**src/rtl/wisc_pkg.sv**
```systemverilog
// Shared types for the 16x16 register file and its write-port scheduler.
package wisc_pkg;
  localparam int NUM_REGS = 16;
  localparam int MAX_LAT  = 3;

  typedef logic [3:0] reg_id_t;

  typedef struct packed {
    logic    valid;
    reg_id_t dst;
  } slot_t;

  function automatic logic [NUM_REGS-1:0] decodeReg(input reg_id_t r);
    return NUM_REGS'(1) << r;
  endfunction
endpackage

```
**src/rtl/wb_slot_queue.sv**
```systemverilog
// Writeback slot shift register: slot[1] retires this cycle, slot[k] retires k-1 cycles later.
module wb_slot_queue
  import wisc_pkg::*;
#(
  parameter int DEPTH = MAX_LAT
) (
  input  logic               clk,
  input  logic               rst,
  input  logic               flush,
  input  logic               fillEn,
  input  logic [1:0]         fillLat,
  input  reg_id_t            fillDst,
  output logic [DEPTH:1]     slotValid,
  output reg_id_t [DEPTH:1]  slotDst
);

  slot_t slots [1:DEPTH];
  logic [DEPTH+1:1] validPad;

  // The fill lands after the shift, so it targets the slot that retires fillLat cycles from now.
  always_ff @(posedge clk or negedge rst) begin
    if (!rst) begin
      for (int k = 1; k <= DEPTH; k++) slots[k] <= '0;
    end else if (flush) begin
      for (int k = 1; k <= DEPTH; k++) slots[k] <= '0;
    end else begin
      for (int k = 1; k < DEPTH; k++) slots[k] <= slots[k+1];
      slots[DEPTH] <= '0;
      if (fillEn) slots[fillLat] <= {1'b1, fillDst};
    end
  end

  always_comb begin
    slotValid = '0;
    slotDst   = '0;
    for (int k = 1; k <= DEPTH; k++) begin
      slotValid[k] = slots[k].valid;
      slotDst[k]   = slots[k].dst;
    end
  end

  assign validPad = {1'b0, slotValid};

  fillLatLegal: assert property (@(posedge clk) disable iff (!rst)
    fillEn |-> (fillLat != 2'd0));

  noSlotCollision: assert property (@(posedge clk) disable iff (!rst)
    (fillEn && !flush && (32'(fillLat) < DEPTH)) |-> !validPad[3'(fillLat) + 3'd1]);

endmodule

```
**src/rtl/rf_write_scheduler.sv**
```systemverilog
// Register-file write scheduler: hazard stalls, write-port slot booking, retire strobes.
// Optional RF_BYPASS_EN: slot[1] forwards to read ports, so it is excluded from RAW and fwd1/fwd2 appear.
module rf_write_scheduler
  import wisc_pkg::*;
#(
  parameter int MAX_LAT = wisc_pkg::MAX_LAT,
  parameter int CNT_W   = 16
) (
  input  logic                clk,
  input  logic                rst,
  input  logic                issue_valid,
  input  reg_id_t             issue_src1,
  input  reg_id_t             issue_src2,
  input  logic                issue_wr,
  input  reg_id_t             issue_dst,
  input  logic [1:0]          issue_lat,
  input  logic                flush,
  output logic                issue_stall,
  output logic                rf_wr_en,
  output reg_id_t             rf_wr_dst,
  output logic [NUM_REGS-1:0] busy_mask,
  output logic [CNT_W-1:0]    stall_cnt
`ifdef RF_BYPASS_EN
  ,
  output logic                fwd1,
  output logic                fwd2
`endif
);

`ifdef RF_BYPASS_EN
  localparam int RAW_FIRST = 2;
`else
  localparam int RAW_FIRST = 1;
`endif

  logic [MAX_LAT:1]    slotValid;
  reg_id_t [MAX_LAT:1] slotDst;
  logic [MAX_LAT+1:1]  validPad;
  logic [1:0]          effLat;
  logic [NUM_REGS-1:0] busyAll;
  logic [NUM_REGS-1:0] rawBusy;
  logic                raw;
  logic                waw;
  logic                portHit;
  logic                fillEn;

  assign effLat   = (issue_lat == 2'd0) ? 2'd1 : issue_lat;
  assign validPad = {1'b0, slotValid};

  always_comb begin
    busyAll = '0;
    rawBusy = '0;
    for (int k = 1; k <= MAX_LAT; k++) begin
      if (slotValid[k]) begin
        busyAll = busyAll | decodeReg(slotDst[k]);
        if (k >= RAW_FIRST) rawBusy = rawBusy | decodeReg(slotDst[k]);
      end
    end
    busyAll[0] = 1'b0;
    rawBusy[0] = 1'b0;
  end

  // Handshake: an instruction with issue_valid is consumed at the rising edge where issue_stall
  // is low; while issue_stall is high decode holds it and nothing is booked.
  assign raw     = ((issue_src1 != '0) && rawBusy[issue_src1]) ||
                   ((issue_src2 != '0) && rawBusy[issue_src2]);
  assign waw     = issue_wr && (issue_dst != '0) && busyAll[issue_dst];
  assign portHit = issue_wr && (issue_dst != '0) && (32'(effLat) < MAX_LAT) &&
                   validPad[3'(effLat) + 3'd1];

  assign issue_stall = issue_valid && (raw || waw || portHit);
  assign fillEn      = issue_valid && !issue_stall && issue_wr && (issue_dst != '0);

  wb_slot_queue #(.DEPTH(MAX_LAT)) uQueue (
    .clk       (clk),
    .rst       (rst),
    .flush     (flush),
    .fillEn    (fillEn),
    .fillLat   (effLat),
    .fillDst   (issue_dst),
    .slotValid (slotValid),
    .slotDst   (slotDst)
  );

  assign rf_wr_en  = slotValid[1];
  assign rf_wr_dst = slotDst[1];
  assign busy_mask = busyAll;

`ifdef RF_BYPASS_EN
  assign fwd1 = slotValid[1] && (slotDst[1] == issue_src1) && (issue_src1 != '0);
  assign fwd2 = slotValid[1] && (slotDst[1] == issue_src2) && (issue_src2 != '0);
`endif

  always_ff @(posedge clk or negedge rst) begin
    if (!rst) begin
      stall_cnt <= '0;
    end else if (issue_stall && (stall_cnt != '1)) begin
      stall_cnt <= stall_cnt + 1'b1;
    end
  end

  latNonZero: assert property (@(posedge clk) disable iff (!rst)
    issue_valid |-> (issue_lat != 2'd0));

endmodule

```
**config.mk**
```make
export PLATFORM = sky130hd
export DESIGN_NAME = rf_write_scheduler
export DESIGN_NICKNAME = d
export VERILOG_FILES = /design/src/rtl/wisc_pkg.sv /design/src/rtl/wb_slot_queue.sv /design/src/rtl/rf_write_scheduler.sv
export SDC_FILE = /design/constraint.sdc
export NUM_CORES = 1
export LEC_CHECK = 0
export CORE_MARGIN = 3
export CORE_UTILIZATION = 50
export DETAILED_ROUTE_END_ITERATION = 10
export PLACE_DENSITY_LB_ADDON = 0.25
export SYNTH_ARGS = -nofsm -noshare
export SYNTH_HDL_FRONTEND = slang
export SYNTH_SLANG_ARGS = --single-unit
```
**constraint.sdc**
```tcl
create_clock -name clk -period 3.66 [get_ports clk]
set_input_delay 0.732 -clock clk [delete_from_list [all_inputs] [get_ports clk]]
set_output_delay 0.732 -clock clk [all_outputs]
set_load 0.1 [all_outputs]
```
# Yosys cells after proc, flatten, opt, wreduce, memory -nomap -nowiden
# Cells that the tools add are included.
# totals
input_bits,19
ff_bits,31
# classes
magnitude_cmp,7
n_shift,3
n_bitwise,3
n_reduce_logical,20
eq_ne,1
addsub,2
muxes,17
# op_table
cell,count
16-bit 2-to-1 mux,3
"1-bit by 4-bit left shift with 16-bit output, first input constant",3
16-bit bitwise OR,2
15-bit 2-to-1 mux,2
"16-bit by 1-bit adder with 16-bit output, second input constant",1
"16-bit inequality test, second input constant",1
15-bit bitwise mux,1
"4-bit by 5-bit less-than comparator with 1-bit output, second input constant",3
1-bit binary-select mux with 4-bit select,3
1-bit logical AND,12
4-bit nonzero test,3
5-bit demux with 2-bit select,1
5-bit 2-to-1 mux,1
"3-bit by 4-bit less-than comparator with 1-bit output, second input constant",1
1-bit 2-to-1 mux,4
"2-bit by 1-bit adder with 3-bit output, second input constant",1
1-bit binary-select mux with 3-bit select,1
"3-bit greater-or-equal comparator, second input constant",1
1-bit logical OR,3
"3-bit by 1-bit less-than comparator with 1-bit output, second input constant",1
2-bit NOT with 3-bit output,1
2-bit zero test,1
"2-bit less-than comparator, second input constant",1
2-bit 2-to-1 mux,1
1-bit zero test,1

# Depth between registers and ports, before layout
# Gate-level depths: netlist of run 1.
# depth
ltp_word,19
mapped_depth,10
mapped_depth_nobuf,9

# Modules after synthesis
# Synthesis of run 1 repeated with hierarchy kept, for this count alone.
# unflattened
cells_unflattened,265
area_unflattened_um2,2379.8
# by_module_without_submodules
module,area_per_inst_um2,cells_each,n_inst
rf_write_scheduler,1764.2,218,1
wb_slot_queue,615.6,47,1

# Worst setup path after synthesis of run 1
# OpenSTA, ideal clock, no wires.
# synth_timing
path_type,flip-flop to output port
from,reg uQueue.slots (netlist bit uQueue.slotValid[1])
to,out issue_stall
arrival_ps,5016
required_time_ps,2928
slack_ps,-2088
stages_incl_launch_ff,8
path_cell_list,dfrtp_1 -> nand3b_1 -> o21ai_0 -> nand2b_1 -> o2111ai_1 -> nand4_2 -> or2_2 -> and2_1
# synth_via
elab_chain_cells,12
word_cells_on_any_way,21
classes_between,11 x mux; 2 x bitwise; 8 x reduce/logical
# synth_lines
element,line,text
start: declaration,wb_slot_queue.sv:17,slot_t slots [1:DEPTH];
start signal: indexed assignment,wb_slot_queue.sv:29,"if (fillEn) slots[fillLat] <= {1'b1, fillDst};"
16-bit 2-to-1 mux (*),rf_write_scheduler.sv:54,if (slotValid[k]) begin
16-bit bitwise OR,rf_write_scheduler.sv:55,busyAll = busyAll | decodeReg(slotDst[k]);
16-bit 2-to-1 mux (*),rf_write_scheduler.sv:54,
16-bit bitwise OR,rf_write_scheduler.sv:55,
16-bit 2-to-1 mux (*),rf_write_scheduler.sv:54,
via busy_mask[12],rf_write_scheduler.sv:21,"output logic [NUM_REGS-1:0] busy_mask,"
1-bit binary-select mux with 4-bit select (on tied branches),"rf_write_scheduler.sv:65, rf_write_scheduler.sv:66",
1-bit 2-to-1 mux (on tied branches),"rf_write_scheduler.sv:65, rf_write_scheduler.sv:66",
1-bit logical AND (on tied branches),"rf_write_scheduler.sv:65, rf_write_scheduler.sv:66",
1-bit logical OR,rf_write_scheduler.sv:65,assign raw = ((issue_src1 != '0) && rawBusy[issue_src1]) ||
1-bit logical OR (*) (2 in a row),rf_write_scheduler.sv:71,assign issue_stall = issue_valid && (raw || waw || portHit);
1-bit logical AND (*),rf_write_scheduler.sv:71,
end: declaration,rf_write_scheduler.sv:18,"output logic issue_stall,"
# Mark *: on every way through the listed nets, which the timed path passes. The rest lies on a longest branch. The select of a mux whose other input is x is not followed.

# Worst setup path after layout of run 1
# layout_timing
from,reg uQueue.slots (netlist bit uQueue.slotValid[2])
to,out issue_stall
# layout_via
elab_chain_cells,10
word_cells_on_any_way,19
classes_between,10 x mux; 1 x bitwise; 8 x reduce/logical
# layout_lines
element,line
16-bit 2-to-1 mux,rf_write_scheduler.sv:54
16-bit bitwise OR,"rf_write_scheduler.sv:55, rf_write_scheduler.sv:56"
16-bit 2-to-1 mux,rf_write_scheduler.sv:54
1-bit binary-select mux with 4-bit select (on tied branches),"rf_write_scheduler.sv:65, rf_write_scheduler.sv:66"
1-bit 2-to-1 mux (on tied branches),"rf_write_scheduler.sv:65, rf_write_scheduler.sv:66"
1-bit logical AND (on tied branches),"rf_write_scheduler.sv:65, rf_write_scheduler.sv:66"
1-bit logical OR,rf_write_scheduler.sv:65
1-bit logical OR,rf_write_scheduler.sv:71
1-bit logical OR (*),rf_write_scheduler.sv:71
1-bit logical AND (*),rf_write_scheduler.sv:71
# Mark *: on every way between the ends. The rest lies on a longest branch, timed or not. The select of a mux whose other input is x is not followed.

==> results of run 1 <==
-- final cells by class --
type / count / area share, %
Multi-Input combinational cell: 217 / 48.4
Sequential cell: 31 / 24.8
Timing Repair Buffer: 69 / 20.3
Clock buffer: 6 / 2.32
Tap cell: 52 / 2.08
Inverter: 14 / 1.68
Clock inverter: 2 / 0.400
-- placed cells by master, fill, tap and decap left out, types with 3 or more instances in the layout --
cell and n:
nand3b_1 6, o221ai_1 3, nor2b_1 3, nand2_1 19
o211ai_1 3, dfrtp_1 30, and2_1 4, o311ai_1 3
nor2_1 29, o32a_1 3, and3_1 6, inv_1 13
or4_1 3, o22a_1 4, dlymetal6s2s_1 3, o22ai_1 11
nand3_1 13, mux2i_1 8, nand2b_1 7, nand2_4 3
a21oi_1 3, clkdlybuf4s50_1 36, or2_2 9, xor2_1 13
o21ai_2 3, buf_4 29, clkbuf_8 5, nor4_1 4
nor3_1 5, o21ai_0 7
-- report_power, final --
part           switching, uW  leakage [uW]  internal [uW]  total, uW
Combinational            550      0.000928            192        742
Sequential              72.8      0.000398            398        471
Clock                    132     0.0000412            133        264
-- worst max-delay path, cell delays in order, from the launching register on --
cell      delay, ps
dfrtp_1         440
nand3b_1        300
o32ai_1         120
buf_4           170
o311ai_1        310
a21boi_0        230
o221a_2         230
nand4_2         120
or2_2           320
and2_4          170
buf_12          160
-- stage by stage --
stage / hold slack (ps) / total power [uW] / TNS (ps)
after floorplan: 436 / 1010 / 0
after global placement: 481 / 1210 / 0
after detailed placement: 484 / 1220 / 0
after CTS: 498 / 1480 / 0
after global routing: 531 / 1540 / -42.1
final: 495 / 1480 / 0
-- path summary, 6_finish.rpt --
kind,start,endpoint,cells after the start
setup / recovery,uQueue.slotValid[2],issue_stall,10
hold / removal,stall_cnt[13],stall_cnt[13],1
setup reg to reg,uQueue.slotValid[2],uQueue.slotDst[5],11
hold reg to reg,stall_cnt[13],stall_cnt[13],1
max in group asynchronous,rst,stall_cnt[12],2
min in group asynchronous,rst,uQueue.slotDst[11],1
-- metal layers --
metal / vias to the layer above / global-route usage (%)
li1: 1138 / -
met1: 1177 / 33.9
met2: 169 / 43.9
met3: 28 / 8.24
met4: 0 / 12.3
met5: - / 0
-- state kept, by name (all words and copies together), names as in the netlist --
| register | count |
|---|---|
| uQueue.slotDst | 12 |
| uQueue.slotValid | 3 |
| stall_cnt | 16 |
-- logic make-up (layout without fill, tap and decap cells) --
logic type                 after synthesis  after routing  share of synthesized area, %
AOI/OAI and AO/OA                       64             64                          21.6
xor gates and xnor gates                15             15                          5.60
adders and majority gates                1              1                         0.534
buffers and inverters                   26             91                          5.07
DFF                                     31             31                          33.1
muxes                                    9              9                          3.90
other                                    1              1                         0.160
and+or+nand+nor                        127            127                          30.0
-- repair_timing --
item / in CTS / in global routing
hold buffers: 0 / 0
resized for setup: 0 / 5
setup endpoints to repair: 0 / 1
==> metrics.md, run 1 <==
| Metric | Value |
|---|---|
| CTS Buf Count | `5` |
| Number of port buffers | `55` |
| Clk pin slew, worst setup/hold paths | `70 ps` |
| Diode count | `0` |
| GRT Total Usage | `a little over a quarter` |
| Footprint of the multi-input gates | `1520 um^2` |
| Initial antenna violation count | `0` |
| Wire per inst | `around 18 um` |
| Critical Path Fanout Max | `6` |
| First-pass GRT wire length | `between 10000 and 15000 um` |
| Syn Inst Count | `around 270` |
| Setup violators final | `0` |
| Pre-CTS WS | `72.0 ps` |
| Count of final max-slew check failures | `0` |
| Die Ht | `between 70 and 80 um` |
| Vias in the first global route | `~2400` |
| IO Count | `57` |
| Post-Syn Area per Cell | `8.56 um^2` |
| R2r setup slk | `~460 ps` |
| Largest net degree at the start of global routing | `19` |
| # DRC | `0` |
| Most frequent cell after synthesis | `dfrtp_1` |
| Cell area after layout | `3130 um^2` |
| Worst Setup Start Kind | `flop` |
| Layout fillers | `about 360` |
| H-tree depth | `2` |
| Clock Skew | `between 8 and 9 ps` |
| CP Data Required Time | `roughly 3000 ps` |
| Detailed-placement wirelength estimate | `5450 um` |
| Clock latency at the later pin of the worst-skew pair | `roughly 290 ps` |
| Worst-margin pin slew | `990 ps` |
| Max Cap Viol | `0` |
| Sink Count | `31` |
| Number of placement rows | `24` |
| Fin util | `a little over 70%` |
| Die area | `about 5500 um^2` |
| Synth-to-Final Area Change | `33.5%` |
| Initial DRT Pass Iterations | `6` |
| Pleak | `0.00137 uW` |
| DRT antenna net count | `0` |
| Fin. Hold Viols | `0` |
| Seq/Total Area, Yosys | `approximately a third` |
| Dominant synthesized flop cell | `dfrtp_1` |
| GR Overflow Total | `0` |
| Wl on met1 | `2850 um` |
| Min Tclk post-route | `approximately 3600 ps` |
| Flops & latches, synth | `31` |
| Placed inst area | `between 3000 and 4000 um^2` |
| Tcrit/Tclk final | `98.1%` |
| Post-synth ARST share | `between 90% and 100%` |
| Metal2 WL | `~3400 um` |
| Via count | `2512` |
| CTS Buffer Depth | `2` |
| Synth top area cells | `dfrtp_1, xor2_1, nor2_1` |
| Vias/cell | `6.42` |
| Maximum VDD drop | `around 0.73 mV` |
| Fin worst setup slack | `approximately 70 ps` |
| Worst Path Arrival | `2860 ps` |
| Reg area | `777 um^2` |
| Netlist cell types | `61` |
| Final nets | `about 360` |
| WL final | `approximately 7100 um` |
| Synthesis warning total | `0` |
| Layout cells sized above 1 | `between 20% and 30%` |
| Worst min path class | `flop to flop` |
| Slew headroom | `33.8%` |
| Max frequency | `between 0.2 and 0.3 GHz` |
| Synth area leader | `dfrtp_1` |
| Share of Yosys cell area claimed by the top area cell type | `33.1%` |
| TritonCTS clock tree | `built` |
| Die width | `between 70 and 80 um` |
| Core box area | `4440 um^2` |
| Outcome | `complete, no violations` |
| DR iter-0 viols | `roughly 320` |
| Root buffer cell | `clkbuf_8` |
| Post-Layout Cell Count | `~390` |
| Post-CTS Setup Bufs | `0` |
| Pwr per Cell Area | `between 400 and 500 nW/um^2` |
| Initial Utilization | `between 50% and 60%` |
| Placer Congestion | `1.02` |
| Post-synthesis cell area | `around 2300 um^2` |
| Critical path endpoint category | `primary output` |
| Top layer in use | `met4` |
| CP Class | `flop to primary output` |
| Top cells by count, synth | `dfrtp_1, nor2_1, nand2_1` |
| Post-synth EDFFs | `0` |
| Net Count, Synth | `between 200 and 300` |
| DR WL met3 | `about 650 um` |
| Placed Cells | `around 380` |
Note: power is estimated with default switching activity, not from simulation.
==> run 2: changes to the inputs <==
--- a/config.mk
+++ b/config.mk
@@ -9,6 +9,7 @@
 export CORE_UTILIZATION = 50
 export DETAILED_ROUTE_END_ITERATION = 10
 export PLACE_DENSITY_LB_ADDON = 0.25
+export SETUP_SLACK_MARGIN = 0.2
 export SYNTH_ARGS = -nofsm -noshare
 export SYNTH_HDL_FRONTEND = slang
 export SYNTH_SLANG_ARGS = --single-unit
==> run 2 against run 1 <==
Global-route usage is essentially flat. Sequential share of layout area shrank 0.72 points. Sequential power is essentially flat. Clock skew shrank 4.0 ps. Clock-buffer cell count shrank 1. Cell area grew 3.8%. Die area is the same. Register-to-register slack gained 100 ps. Largest power group unchanged. First-iteration DRC count shrank 0.63%. Critical path type unchanged. Highest routed layer unchanged. Critical path depth is the same. Power grew 5.4%.
==> metrics.md, run 2 (same netlist as run 1, synthesis figures left out) <==
| Metric | Value |
|---|---|
| H-tree depth | `2` |
| Slew headroom | `between 30% and 40%` |
| CP Class | `flop to primary output` |
| Worst min path class | `flop to flop` |
| Sw Share | `between 40% and 50%` |
| Placer Congestion | `around 1` |
| Count of final max-slew check failures | `0` |
| Sequential Power Share | `between 30% and 40%` |
| Clock Skew | `4.22 ps` |
| Min Tclk post-route | `3450 ps` |
| CTS Buf Count | `5` |
| Reg2reg end | `uQueue.slotDst[4]` |
| Clock latency at the later pin of the worst-skew pair | `280 ps` |
| Slowest CP cell | `or4_4` |
| Footprint of the multi-input gates | `about 1600 um^2` |
| Detailed-placement wirelength estimate | `roughly 5500 um` |
| Placed inst area | `around 3000 um^2` |
| Setup violators final | `0` |
| Root buffer cell | `clkbuf_8` |
| Critical path endpoint category | `primary output` |
| Sink Count | `31` |
| GRT Total Usage | `a little over a quarter` |
| Most frequent cells in the layout | `buf_4, clkdlybuf4s50_1, nor2_1, dfrtp_1, nand2_1` |
| Net Switching | `around 760 uW` |
| Final nets | `roughly 360` |
| Hold buffers post-CTS | `0` |
| WL final | `7270 um` |
| Initial antenna violation count | `0` |
| Via count | `2506` |
| Commonest non-fill, non-tap cell in the layout | `buf_4` |
| Tcrit/Tclk final | `94.3%` |
| Worst Path Arrival | `between 2000 and 3000 ps` |
| Worst Hold Path Cells | `1` |
| First-pass GRT wire length | `~12000 um` |
| Max reg flops | `16` |
| Vias/cell | `approximately 6.3` |
| Int Power | `793 uW` |
| Pwr per Cell Area | `~480 nW/um^2` |
| Top Family by Delay on Critical Path | `simple AND/OR/NAND/NOR gates` |
| Most flops, register | `stall_cnt` |
| # DRC | `0` |
| Core box area | `between 4000 and 5000 um^2` |
| Die Ht | `between 70 and 80 um` |
| DR iter-0 viols | `around 320` |
| CTS Buffer Depth | `2` |
| Worst R2R Start | `uQueue.slotValid[1]` |
| DRT antenna net count | `0` |
| GR Overflow Total | `0` |
| Layout fillers | `approximately 360` |
| Max Cap Viol | `0` |
| WP buf/inv | `2` |
| Maximum VDD drop | `around 0.72 mV` |
| CP Data Required Time | `about 2900 ps` |
| Worst-margin pin slew | `approximately 990 ps` |
| TritonCTS clock tree | `built` |
| RSZ-0062 raised after global routing | `yes` |
| Wire per inst | `roughly 18 um` |
| Initial Utilization | `a little over half` |
| R2r setup slk | `approximately 560 ps` |
| Worst stage delay on the critical path | `~490 ps` |
| Layout cells sized above 1 | `between 20% and 30%` |
| Fin. Hold Viols | `0` |
| Synth-to-Final Area Change | `38.6%` |
| Pleak | `0.00139 uW` |
| Cells along the critical path | `nand3b_1 -> o32ai_2 -> buf_4 -> or4_1 -> a31oi_1 -> or4_4 -> nand4_2 -> or2_4 -> and2_4 -> buf_12` |
| WHS Endpoint | `stall_cnt[13]` |
| Worst-case reg-to-reg path depth | `10` |
| Power share of the clock group | `a little over a fifth` |
| Number of placement rows | `24` |
| Max frequency | `roughly 0.29 GHz` |
| Cell area after layout | `3250 um^2` |
| Number of port buffers | `between 50 and 60` |
| Die width | `between 70 and 80 um` |
| Initial DRT Pass Iterations | `5` |
| HP Start | `stall_cnt[13]` |
| IO Count | `57` |
| Final setup TNS | `0 ps` |
| Logic gate share of total power | `47.7%` |
| Die area | `~5500 um^2` |
| Vias in the first global route | `between 2000 and 2500` |
| Critical Path Fanout Max | `5` |
| Worst Setup Start Kind | `flop` |
| Largest net degree at the start of global routing | `20` |
| Diode count | `0` |
| Reg area | `783 um^2` |
| Clk pin slew, worst setup/hold paths | `about 70 ps` |
| Outcome | `complete, no violations` |
==> run 2: cell types whose count changed in the layout (fill, tap and decap cells not counted), sizes merged <==
| cell | change |
|---|---|
| buf | +5 |
| bufinv | +1 |
| clkbuf | -1 |
| clkdlybuf4s50 | -5 |
| clkinv | +1 |
| clkinvlp | -1 |
| dlygate4sd2 | +8 |
| dlymetal6s2s | -3 |
==> run 2: area by class of cell <==
cell class	instances	area share [%]
Multi-Input combinational cell	217	48.5
Sequential cell	31	24.1
Timing Repair Buffer	74	20.3
Clock buffer	5	2.12
Tap cell	52	2.00
Inverter	14	1.62
Clock inverter	3	1.35
==> run 2: timing repair <==
action	in CTS	in global routing
setup buffers	3	5
endpoints found under the setup margin	1	1
gates resized for setup	15	12
pin swaps	3	4
==> run 2: worst reg2reg max path, stage by stage (launching register included) <==
cell,delay (ps)
dfrtp_4,490
nand3b_1,190
o22ai_1,150
or2_4,290
o221a_1,250
a221oi_2,280
o221ai_2,170
buf_4,190
or4_1,680
mux2i_1,230
nor2_1,60
==> run 2: power by group through the flow <==
stage                     registers [uW]  logic, uW  clock network (uW)
after floorplan                      848        167                   0
after global placement               478        732                   0
after detailed placement             477        740                   0
after CTS                            473        744                 343
after global routing                 484        774                 357
final                                474        742                 341
==> run 2: layer usage <==
layer | routed length, um | vias up | GRT usage (%)
met5 | 0 | - | 0
met4 | 155 | 0 | 7.71
met3 | 485 | 24 | 5.27
met2 | 3600 | 133 | 45.0
met1 | 3030 | 1202 | 36.7
li1 | - | 1147 | -
==> run 2: worst max-delay path by stage <==
stage          cells past startpoint           to  slack, ps           startpoint
2_1_floorplan                      7  issue_stall        220  uQueue.slotValid[1]
3_3_place_gp                       9  issue_stall         60        issue_src1[1]
6_report                          10  issue_stall        210    uQueue.slotDst[6]
4_1_cts                            9  issue_stall        210    uQueue.slotDst[6]
3_5_place_dp                       9  issue_stall         40        issue_src1[1]
5_1_grt                           10  issue_stall        120    uQueue.slotDst[6]
==> run 2: per-stage QoR <==
step           power (uW)  worst slack (ps)  hold slack [ps]  util, %  instances
2_1_floorplan        1010               220              436        -        274
3_3_place_gp         1210              59.2              479     68.0        380
3_5_place_dp         1220              41.5              486     68.0        380
4_1_cts              1560               213              496     71.5        391
5_1_grt              1610               118              505     73.1        396
6_report             1560               210              505     73.1        396
